File: config.mk
export PLATFORM = sky130hd
export DESIGN_NAME = ps2_key_ctrl
export DESIGN_NICKNAME = d
export VERILOG_FILES = /design/src/rtl/ps2_key_ctrl.sv
export SDC_FILE = /design/constraint.sdc
export NUM_CORES = 1
export LEC_CHECK = 0
export CAP_MARGIN = 20
export CELL_PAD_IN_SITES_DETAIL_PLACEMENT = 1
export CELL_PAD_IN_SITES_GLOBAL_PLACEMENT = 2
export CORE_ASPECT_RATIO = 0.5
export CORE_MARGIN = 3
export CORE_UTILIZATION = 41
export CTS_BUF_LIST = sky130_fd_sc_hd__clkbuf_4 sky130_fd_sc_hd__clkbuf_8
export DETAILED_ROUTE_END_ITERATION = 6
export GPL_TIMING_DRIVEN = 0
export MAX_ROUTING_LAYER = met4
export PLACE_DENSITY_LB_ADDON = 0.1
export SLEW_MARGIN = 20
export SYNTH_ARGS = -nofsm -noshare
export SYNTH_HDL_FRONTEND = slang
export SYNTH_SLANG_ARGS = --single-unit
export TNS_END_PERCENT = 30
File: constraint.sdc
create_clock -name clk25 -period 2.2 [get_ports clk25]
set_input_delay 0.55 -clock clk25 [delete_from_list [all_inputs] [get_ports clk25]]
set_output_delay 0.55 -clock clk25 [all_outputs]
set_load 0.1 [all_outputs]
File: src/rtl/ps2_key_ctrl.sv
// PS/2 keyboard receiver with make/break tracking that emits single-cycle fly/start/ret pulses.
// Optional frame abort on a stalled PS/2 clock: define PS2_TIMEOUT_EN.
module ps2_key_ctrl #(
    parameter int          FILTER_LEN  = 8,
    parameter int          TIMEOUT_CYC = 25000,
    parameter logic [7:0]  KEY_FLY     = 8'h29,
    parameter logic [7:0]  KEY_START   = 8'h5A,
    parameter logic [7:0]  KEY_RET     = 8'h2D
) (
    input  logic       clk25,
    input  logic       clr,
    input  logic       PS2C,
    input  logic       PS2D,
    output logic       fly,
    output logic       start,
    output logic       ret,
    output logic [7:0] scan_code,
    output logic       code_valid,
    output logic       frame_err
);

    typedef enum logic [1:0] {IDLE, BRK, EXT, EXT_BRK} dec_state_e;

    localparam int TO_W = $clog2(TIMEOUT_CYC + 1);

    if (TIMEOUT_CYC < 2) begin : g_bad_timeout
        $error("ps2_key_ctrl: TIMEOUT_CYC must be at least 2");
    end

    logic                  c_s1_q, c_s2_q, d_s1_q, d_s2_q;
    logic [FILTER_LEN-1:0] filt_sr_q, filt_sr_d;
    logic                  filt_clk_q, filt_clk_d;
    logic                  fall;
    logic [3:0]            bit_cnt_q, bit_cnt_d;
    logic [8:0]            shift_q, shift_d;
    logic [7:0]            scan_code_q, scan_code_d;
    logic                  code_valid_q, code_valid_d;
    logic                  frame_err_q, frame_err_d;
    dec_state_e            state_q, state_d;
    logic [2:0]            held_q, held_d;
    logic [2:0]            key_hit;
    logic                  fly_q, fly_d, start_q, start_d, ret_q, ret_d;
`ifdef PS2_TIMEOUT_EN
    logic [TO_W-1:0]       to_cnt_q, to_cnt_d;
`endif

    always_comb begin
        filt_sr_d  = {filt_sr_q[FILTER_LEN-2:0], c_s2_q};
        filt_clk_d = filt_clk_q;
        if (&filt_sr_q)
            filt_clk_d = 1'b1;
        else if (~|filt_sr_q)
            filt_clk_d = 1'b0;
        fall = filt_clk_q & ~filt_clk_d;
    end

    // Frame assembly: D0..D7 then parity shift in from the top, so D0 lands in bit 0.
    always_comb begin
        bit_cnt_d    = bit_cnt_q;
        shift_d      = shift_q;
        scan_code_d  = scan_code_q;
        code_valid_d = 1'b0;
        frame_err_d  = 1'b0;
`ifdef PS2_TIMEOUT_EN
        to_cnt_d     = to_cnt_q;
`endif
        if (fall) begin
            if (bit_cnt_q == 4'd0) begin
                if (!d_s2_q)
                    bit_cnt_d = 4'd1;
            end else if (bit_cnt_q == 4'd10) begin
                if (d_s2_q && (^shift_q)) begin
                    scan_code_d  = shift_q[7:0];
                    code_valid_d = 1'b1;
                end else begin
                    frame_err_d = 1'b1;
                end
                bit_cnt_d = 4'd0;
            end else begin
                shift_d   = {d_s2_q, shift_q[8:1]};
                bit_cnt_d = bit_cnt_q + 4'd1;
            end
        end
`ifdef PS2_TIMEOUT_EN
        if (fall) begin
            to_cnt_d = '0;
        end else if (bit_cnt_q != 4'd0) begin
            if (to_cnt_q == TO_W'(TIMEOUT_CYC)) begin
                bit_cnt_d   = 4'd0;
                frame_err_d = 1'b1;
                to_cnt_d    = '0;
            end else begin
                to_cnt_d = to_cnt_q + 1'b1;
            end
        end else begin
            to_cnt_d = '0;
        end
`endif
    end

    // Decoder consumes the registered byte, so game pulses trail code_valid by one cycle.
    always_comb begin
        state_d = state_q;
        held_d  = held_q;
        fly_d   = 1'b0;
        start_d = 1'b0;
        ret_d   = 1'b0;
        key_hit = {scan_code_q == KEY_RET, scan_code_q == KEY_START, scan_code_q == KEY_FLY};
        if (code_valid_q) begin
            case (state_q)
                IDLE: begin
                    if (scan_code_q == 8'hF0) begin
                        state_d = BRK;
                    end else if (scan_code_q == 8'hE0) begin
                        state_d = EXT;
                    end else begin
                        fly_d   = key_hit[0] & ~held_q[0];
                        start_d = key_hit[1] & ~held_q[1];
                        ret_d   = key_hit[2] & ~held_q[2];
                        held_d  = held_q | key_hit;
                    end
                end
                BRK: begin
                    held_d  = held_q & ~key_hit;
                    state_d = IDLE;
                end
                EXT:     state_d = (scan_code_q == 8'hF0) ? EXT_BRK : IDLE;
                EXT_BRK: state_d = IDLE;
                default: state_d = IDLE;
            endcase
        end
    end

    always_ff @(posedge clk25 or posedge clr) begin
        if (clr) begin
            c_s1_q       <= 1'b1;
            c_s2_q       <= 1'b1;
            d_s1_q       <= 1'b1;
            d_s2_q       <= 1'b1;
            filt_sr_q    <= '1;
            filt_clk_q   <= 1'b1;
            bit_cnt_q    <= 4'd0;
            shift_q      <= '0;
            scan_code_q  <= 8'h00;
            code_valid_q <= 1'b0;
            frame_err_q  <= 1'b0;
            state_q      <= IDLE;
            held_q       <= 3'b000;
            fly_q        <= 1'b0;
            start_q      <= 1'b0;
            ret_q        <= 1'b0;
`ifdef PS2_TIMEOUT_EN
            to_cnt_q     <= '0;
`endif
        end else begin
            c_s1_q       <= PS2C;
            c_s2_q       <= c_s1_q;
            d_s1_q       <= PS2D;
            d_s2_q       <= d_s1_q;
            filt_sr_q    <= filt_sr_d;
            filt_clk_q   <= filt_clk_d;
            bit_cnt_q    <= bit_cnt_d;
            shift_q      <= shift_d;
            scan_code_q  <= scan_code_d;
            code_valid_q <= code_valid_d;
            frame_err_q  <= frame_err_d;
            state_q      <= state_d;
            held_q       <= held_d;
            fly_q        <= fly_d;
            start_q      <= start_d;
            ret_q        <= ret_d;
`ifdef PS2_TIMEOUT_EN
            to_cnt_q     <= to_cnt_d;
`endif
        end
    end

    assign fly        = fly_q;
    assign start      = start_q;
    assign ret        = ret_q;
    assign scan_code  = scan_code_q;
    assign code_valid = code_valid_q;
    assign frame_err  = frame_err_q;

endmodule

## Word level (Yosys, flattened, before mapping)

Index checks and enable logic that the tools add are counted.

- Bits in registers: 44
- Input port bits: 4
- Logic and storage cells: 88

- Add/subtract/negate cells: 1
- Equal/unequal tests: 13
- Multiplexer cells: 32
- Bitwise gates (word level): 13
- Reduce and logical (&&, ||, !) cells: 13

Operators by type and width:

| operator | count |
|---|---|
| 1-bit two-way mux | 22 |
| 8-bit by 6-bit == test with 1-bit output (second input constant) | 2 |
| 8-bit == test (second input constant) | 2 |
| 4-bit two-way mux | 3 |
| 9-bit XOR reduction | 1 |
| 8-bit by 7-bit == test with 1-bit output (second input constant) | 1 |
| 4-bit AND reduction | 2 |
| 8-bit AND reduction | 1 |
| 8-bit OR reduction | 1 |
| 2-bit two-way mux | 3 |
| 3-bit two-way mux | 2 |
| 2-bit inequality test (second input constant) | 3 |
| 1-bit inverter | 6 |
| 2-bit one-hot mux with 3 select lines | 1 |
| 3-bit one-hot mux with 2 select lines | 1 |
| 4-bit by 1-bit adder with 4-bit output (second input constant) | 1 |
| 1-bit AND | 4 |
| 2-bit == test (second input constant) | 2 |
| 4-bit == test (second input constant) | 1 |
| 4-bit logical NOT | 1 |
| 2-bit AND reduction | 2 |
| 3-bit AND | 1 |
| 3-bit inequality test (second input constant) | 1 |
| 3-bit inverter | 1 |
| other kinds (7) | 7 |

## Logic depth before layout (Yosys ltp)

- Word-level depth: 6
- Depth in mapped cells: 5
- Gate-level depth less buffers: 5

## Least setup slack after synthesis

Ideal clock, no wire load.

- Kind: register -> register
- Start: register scan_code_q[5], in the netlist scan_code[5]
- End: register fly_q, in the netlist fly
- Data arrival time: 1.950 ns
- Required time: 2.095 ns
- Path slack: 0.145 ns
- Stages on the path, launching flop included: 5
- Period minus slack after synthesis: 2.055 ns
- Cells stage by stage: dfrtp_1 nor2b_1 nor4b_1 nor2b_1 nor4b_1

- Cells in the longest elaborated chain, start to end: 6
- Elaborated cells between the ends (all ways): 8
- Classes of those cells: eq/ne: 3; mux: 4; bitwise: 1

Ends and longest elaborated chain:

| element | RTL line | text |
|---|---|---|
| start: declaration | 36 | `logic [7:0] scan_code_q, scan_code_d;` |
| start signal: assignment | 164 | `scan_code_q <= scan_code_d;` |
| 8-bit by 6-bit == test with 1-bit output | 108 | `key_hit = {scan_code_q == KEY_RET, scan_code_q == KEY_START, scan_code_q == KEY_FLY};` |
| 1-bit AND | 117 | `fly_d = key_hit[0] & ~held_q[0];` |
| 1-bit two-way mux | 114 | `end else if (scan_code_q == 8'hE0) begin` |
| 1-bit two-way mux * | 112 | `if (scan_code_q == 8'hF0) begin` |
| 1-bit two-way mux * | 110 | `case (state_q)` |
| 1-bit two-way mux * | 109 | `if (code_valid_q) begin` |
| net fly_d | 42 | `logic fly_q, fly_d, start_q, start_d, ret_q, ret_d;` |
| end signal: assignment | 169 | `fly_q <= fly_d;` |
| end: declaration | 42 |  |

The timed path passes the listed nets; every way through them passes the cells marked *.
A chain may end at the register's enable or synchronous reset.

## Final worst setup path

- Start: register scan_code_q[3], in the netlist scan_code[3]
- End: output scan_code[3]

RTL lines:

| element | RTL line | text |
|---|---|---|
| end: declaration | 17 | `output logic [7:0] scan_code,` |

No word-level cell between the ends.

==> out/summary.txt <==
SETUP PATH
--------------------------------------------------------------------------------------------------
Top Family by Delay on Critical Path ................................................ buffers and inverters
Crit path max-delay cell type ....................................................... sky130_fd_sc_hd__dlygate4sd2_1
Delay of the slowest critical-path stage ............................................       880 ps
Buf/Inv on CP .......................................................................            1
Largest fanout on the critical path .................................................            5
Startpoint-to-endpoint class of the critical path ...................................      reg2out
Ordered list of cells on the worst path ............................................. dlygate4sd2_1
Crit. End Element ...................................................................  output port
Crit path arrival time ..............................................................      1590 ps
CP startpoint kind ..................................................................     register
Worst path required time ............................................................      1650 ps

CTS
--------------------------------------------------------------------------------------------------
Buffer cell driving the clock tree root ............................................. sky130_fd_sc_hd__clkbuf_8
Maximum level of the CTS H-tree .....................................................            2
Clock transition time at the flip-flop clock pins of the worst setup and hold paths .        80 ps
Number of setup buffers added after CTS .............................................            0
Post-CTS Hold Buffers ...............................................................            0
Clock buffers created by TritonCTS ..................................................            5
CTS sink count ......................................................................           44
Skew-Pair Late Insertion Delay ......................................................       290 ps
Maximum buffer depth of the clock tree ..............................................            2
CTS tree ............................................................................         done

MIN PATH
--------------------------------------------------------------------------------------------------
Type of the tightest min-delay check ................................................      reg2reg

FLOORPLANNING
--------------------------------------------------------------------------------------------------
Horizontal die dimension ............................................................     99.56 um
Initial Util ........................................................................       44.37%
Core Box Area .......................................................................   4044 sq um
Die area ............................................................................   5254 sq um
Die Ht ..............................................................................     52.78 um
Site Rows ...........................................................................           16
I/O pin total .......................................................................           17

PLACED DESIGN
--------------------------------------------------------------------------------------------------
IO buf count ........................................................................           16
Placed wire-length estimate after detailed placement ................................      2338 um
Placer congestion estimate ..........................................................       0.7311
Placed Instances ....................................................................          206

CELLS AND AREA
--------------------------------------------------------------------------------------------------
Area grow syn2layout ................................................................       19.25%
Number of fillers in the final layout ...............................................          422
Number of antenna repair diodes .....................................................            0
Share of cells above drive strength 1 ...............................................       28.75%
Post-route insts no fill ............................................................          214
Net count of the finished layout ....................................................          163

TIMING
--------------------------------------------------------------------------------------------------
Setup Skew ..........................................................................     6.130 ps
Max_slew headroom ...................................................................       35.53%
Final setup fails ...................................................................            0
Achievable clock frequency ..........................................................   0.4663 GHz
Unrepaired setup endpoints after global routing .....................................        false
Slew at the pin closest to its max-slew limit .......................................     970.9 ps
Post-route setup TNS ................................................................         0 ps
Final Max Slew Viols ................................................................            0
Final Hold Vio Count ................................................................            0
Shortest clock period the worst path allows after layout ............................      2145 ps
Final period util ...................................................................       97.49%

YOSYS
--------------------------------------------------------------------------------------------------
Number of enable flip-flop cells after synthesis ....................................            0
Number of instances in the synthesized netlist ......................................          135
Share of flip-flops with an asynchronous set or reset after synthesis ...............       100.0%
Average cell area after synthesis ...................................................  13.29 sq um
Synth warnings ......................................................................            0
Share of the yosys chip area belonging to registers .................................       62.27%
Post-Syn Area .......................................................................   1794 sq um
Net count after synthesis ...........................................................          139
Most frequently used flop master after synthesis .................................... sky130_fd_sc_hd__dfrtp_1
Unique masters post-synth ...........................................................           33
Count of state elements after synthesis .............................................           44

GLOBAL ROUTE
--------------------------------------------------------------------------------------------------
Global router's overall resource usage ..............................................       15.23%
Residual overflow from global routing ...............................................            0
First-pass GRT wire length ..........................................................      5913 um
Number of antenna violations at the first check in global routing ...................            0
Maximum number of pins on one net before global-route repair ........................           26
Vias in the first global route ......................................................         1214

DETAILED ROUTING
--------------------------------------------------------------------------------------------------
Post-detailed-route via-to-cell ratio ...............................................        5.178
DRC marker count from the first detailed-route iteration ............................           33
Antenna Violating Nets Remaining ....................................................            0
Post-route DRC violation count ......................................................            0
Drt first pass iters ................................................................            3
Wire per inst .......................................................................     14.99 um
Post-Route WL .......................................................................      3207 um
Vias after detailed routing .........................................................         1108

RUN
--------------------------------------------------------------------------------------------------
Max-capacitance violation count .....................................................            0

PWR
--------------------------------------------------------------------------------------------------
Overall power after layout ..........................................................      1490 uW
Leak pwr ............................................................................ 0.0009843 uW
Total power divided by cell area .................................................... 696.4 nW/um^2
Worst VDD drop ......................................................................  0.0004241 V

OUTCOME
--------------------------------------------------------------------------------------------------
Status .............................................................................. finished, final reports clean

metal layers:
metal	global-route usage (%)	part of all wire, %	up-vias
met5	-	0	-
met4	5.442	1.3	0
met3	4.781	4.2	6
met2	24.44	46	17
met1	18.48	48	558
li1	-	-	527
what timing repair did:
action,in CTS,in global routing
pin swaps,0,0
resized for setup,14,5
endpoints found under the setup margin,13,4
metrics by stage:
stage	worst slack, ps	area [sq um]	util, %	hold slack, ps
2_1_floorplan	144.8	1794	-	345.2
3_3_place_gp	-247.7	2022	50.00	346.1
3_5_place_dp	39.51	2049	50.68	347.5
4_1_cts	14.69	2146	53.06	359.2
5_1_grt	5.481	2140	52.91	363.5
6_report	55.30	2140	52.91	358.4
Yosys cell counts, types with 2 or more instances:
cell type / count / share of area (%)
sky130_fd_sc_hd__nor2_1: 4 / 0.84
sky130_fd_sc_hd__a31oi_1: 2 / 0.70
sky130_fd_sc_hd__clkbuf_1: 2 / 0.42
sky130_fd_sc_hd__o21ai_0: 8 / 2.2
sky130_fd_sc_hd__nand4_1: 2 / 0.70
sky130_fd_sc_hd__xnor2_1: 5 / 2.4
sky130_fd_sc_hd__dfrtp_1: 31 / 43
sky130_fd_sc_hd__and3_1: 2 / 0.70
sky130_fd_sc_hd__a21oi_1: 4 / 1.1
sky130_fd_sc_hd__nor4b_1: 4 / 2.0
sky130_fd_sc_hd__nand3_1: 4 / 1.1
sky130_fd_sc_hd__nand2_1: 9 / 1.9
sky130_fd_sc_hd__inv_1: 4 / 0.84
sky130_fd_sc_hd__nor2b_1: 4 / 1.4
sky130_fd_sc_hd__nor4_1: 3 / 1.0
sky130_fd_sc_hd__mux2_2: 18 / 11
sky130_fd_sc_hd__dfstp_2: 13 / 19
placed cells by master (no fill, tap or decap), drive strengths merged, types with 2 or more instances in the layout:
| cell type | n |
|---|---|
| dfrtp | 31 |
| mux2 | 18 |
| dfstp | 13 |
| clkbuf | 10 |
| nand2 | 9 |
| dlygate4sd2 | 9 |
| o21ai | 8 |
| xnor2 | 6 |
| nand3 | 5 |
| nor2b | 4 |
| a21oi | 4 |
| nor2 | 4 |
| nor4b | 4 |
| inv | 4 |
| nor4 | 3 |
| clkdlybuf4s50 | 3 |
| and3 | 2 |
| a31oi | 2 |
| nand4 | 2 |
| clkdlybuf4s15 | 2 |
| o31ai | 2 |
state kept, by name, summed over array words and instances (netlist names), named ones only:
name / count
c_s1_q: 1
filt_sr_q: 8
filt_clk_q: 1
code_valid: 1
shift_q: 9
ret: 1
bit_cnt_q: 4
start: 1
state_q: 2
c_s2_q: 1
d_s2_q: 1
d_s1_q: 1
fly: 1
scan_code: 8
frame_err: 1
path summary, 6_finish.rpt:
| check | from | end | slack [ps] | cells after the start |
|---|---|---|---|---|
| max in group asynchronous | clr | filt_clk_q | 970 | 3 |
| worst max-delay path | scan_code[3] | scan_code[3] | 60 | 1 |
| worst max register to register | filt_sr_q[5] | scan_code[5] | 300 | 5 |
| min in group asynchronous | clr | shift_q[3] | 630 | 2 |
| worst min register to register | d_s1_q | d_s2_q | 360 | 0 |
| worst min-delay path | d_s1_q | d_s2_q | 360 | 0 |
logic make-up (layout without fill, tap and decap cells):
logic type / count (synthesis) / count (layout) / share of synthesized area (%)
XOR/XNOR: 8 / 8 / 5.091
flip-flops: 44 / 44 / 62.27
buffers and inverters: 6 / 31 / 1.255
AO/OA/AOI/OAI: 18 / 18 / 5.998
AND/OR/NAND/NOR: 40 / 40 / 13.53
multiplexers: 19 / 19 / 11.85
power breakdown:
part | switching (uW) | total [uW] | internal [uW]
Sequential | 9.90 | 842 | 832
Clock | 265 | 615 | 349
Combinational | 20.6 | 33.1 | 12.5
Total | 296 | 1490 | 1190
cell type report:
class | instances | area [sq um] | area share [%]
Timing Repair Buffer | 17 | 166.4 | 7.778
Clock inverter | 2 | 35.03 | 1.637
Clock buffer | 6 | 76.32 | 3.567
Buffer | 2 | 7.507 | 0.3509
Tap cell | 54 | 67.56 | 3.158
Sequential cell | 44 | 1117 | 52.22
Multi-Input combinational cell | 85 | 654.4 | 30.58
Inverter | 4 | 15.01 | 0.7018
Power figures use the tool's default switching activity.
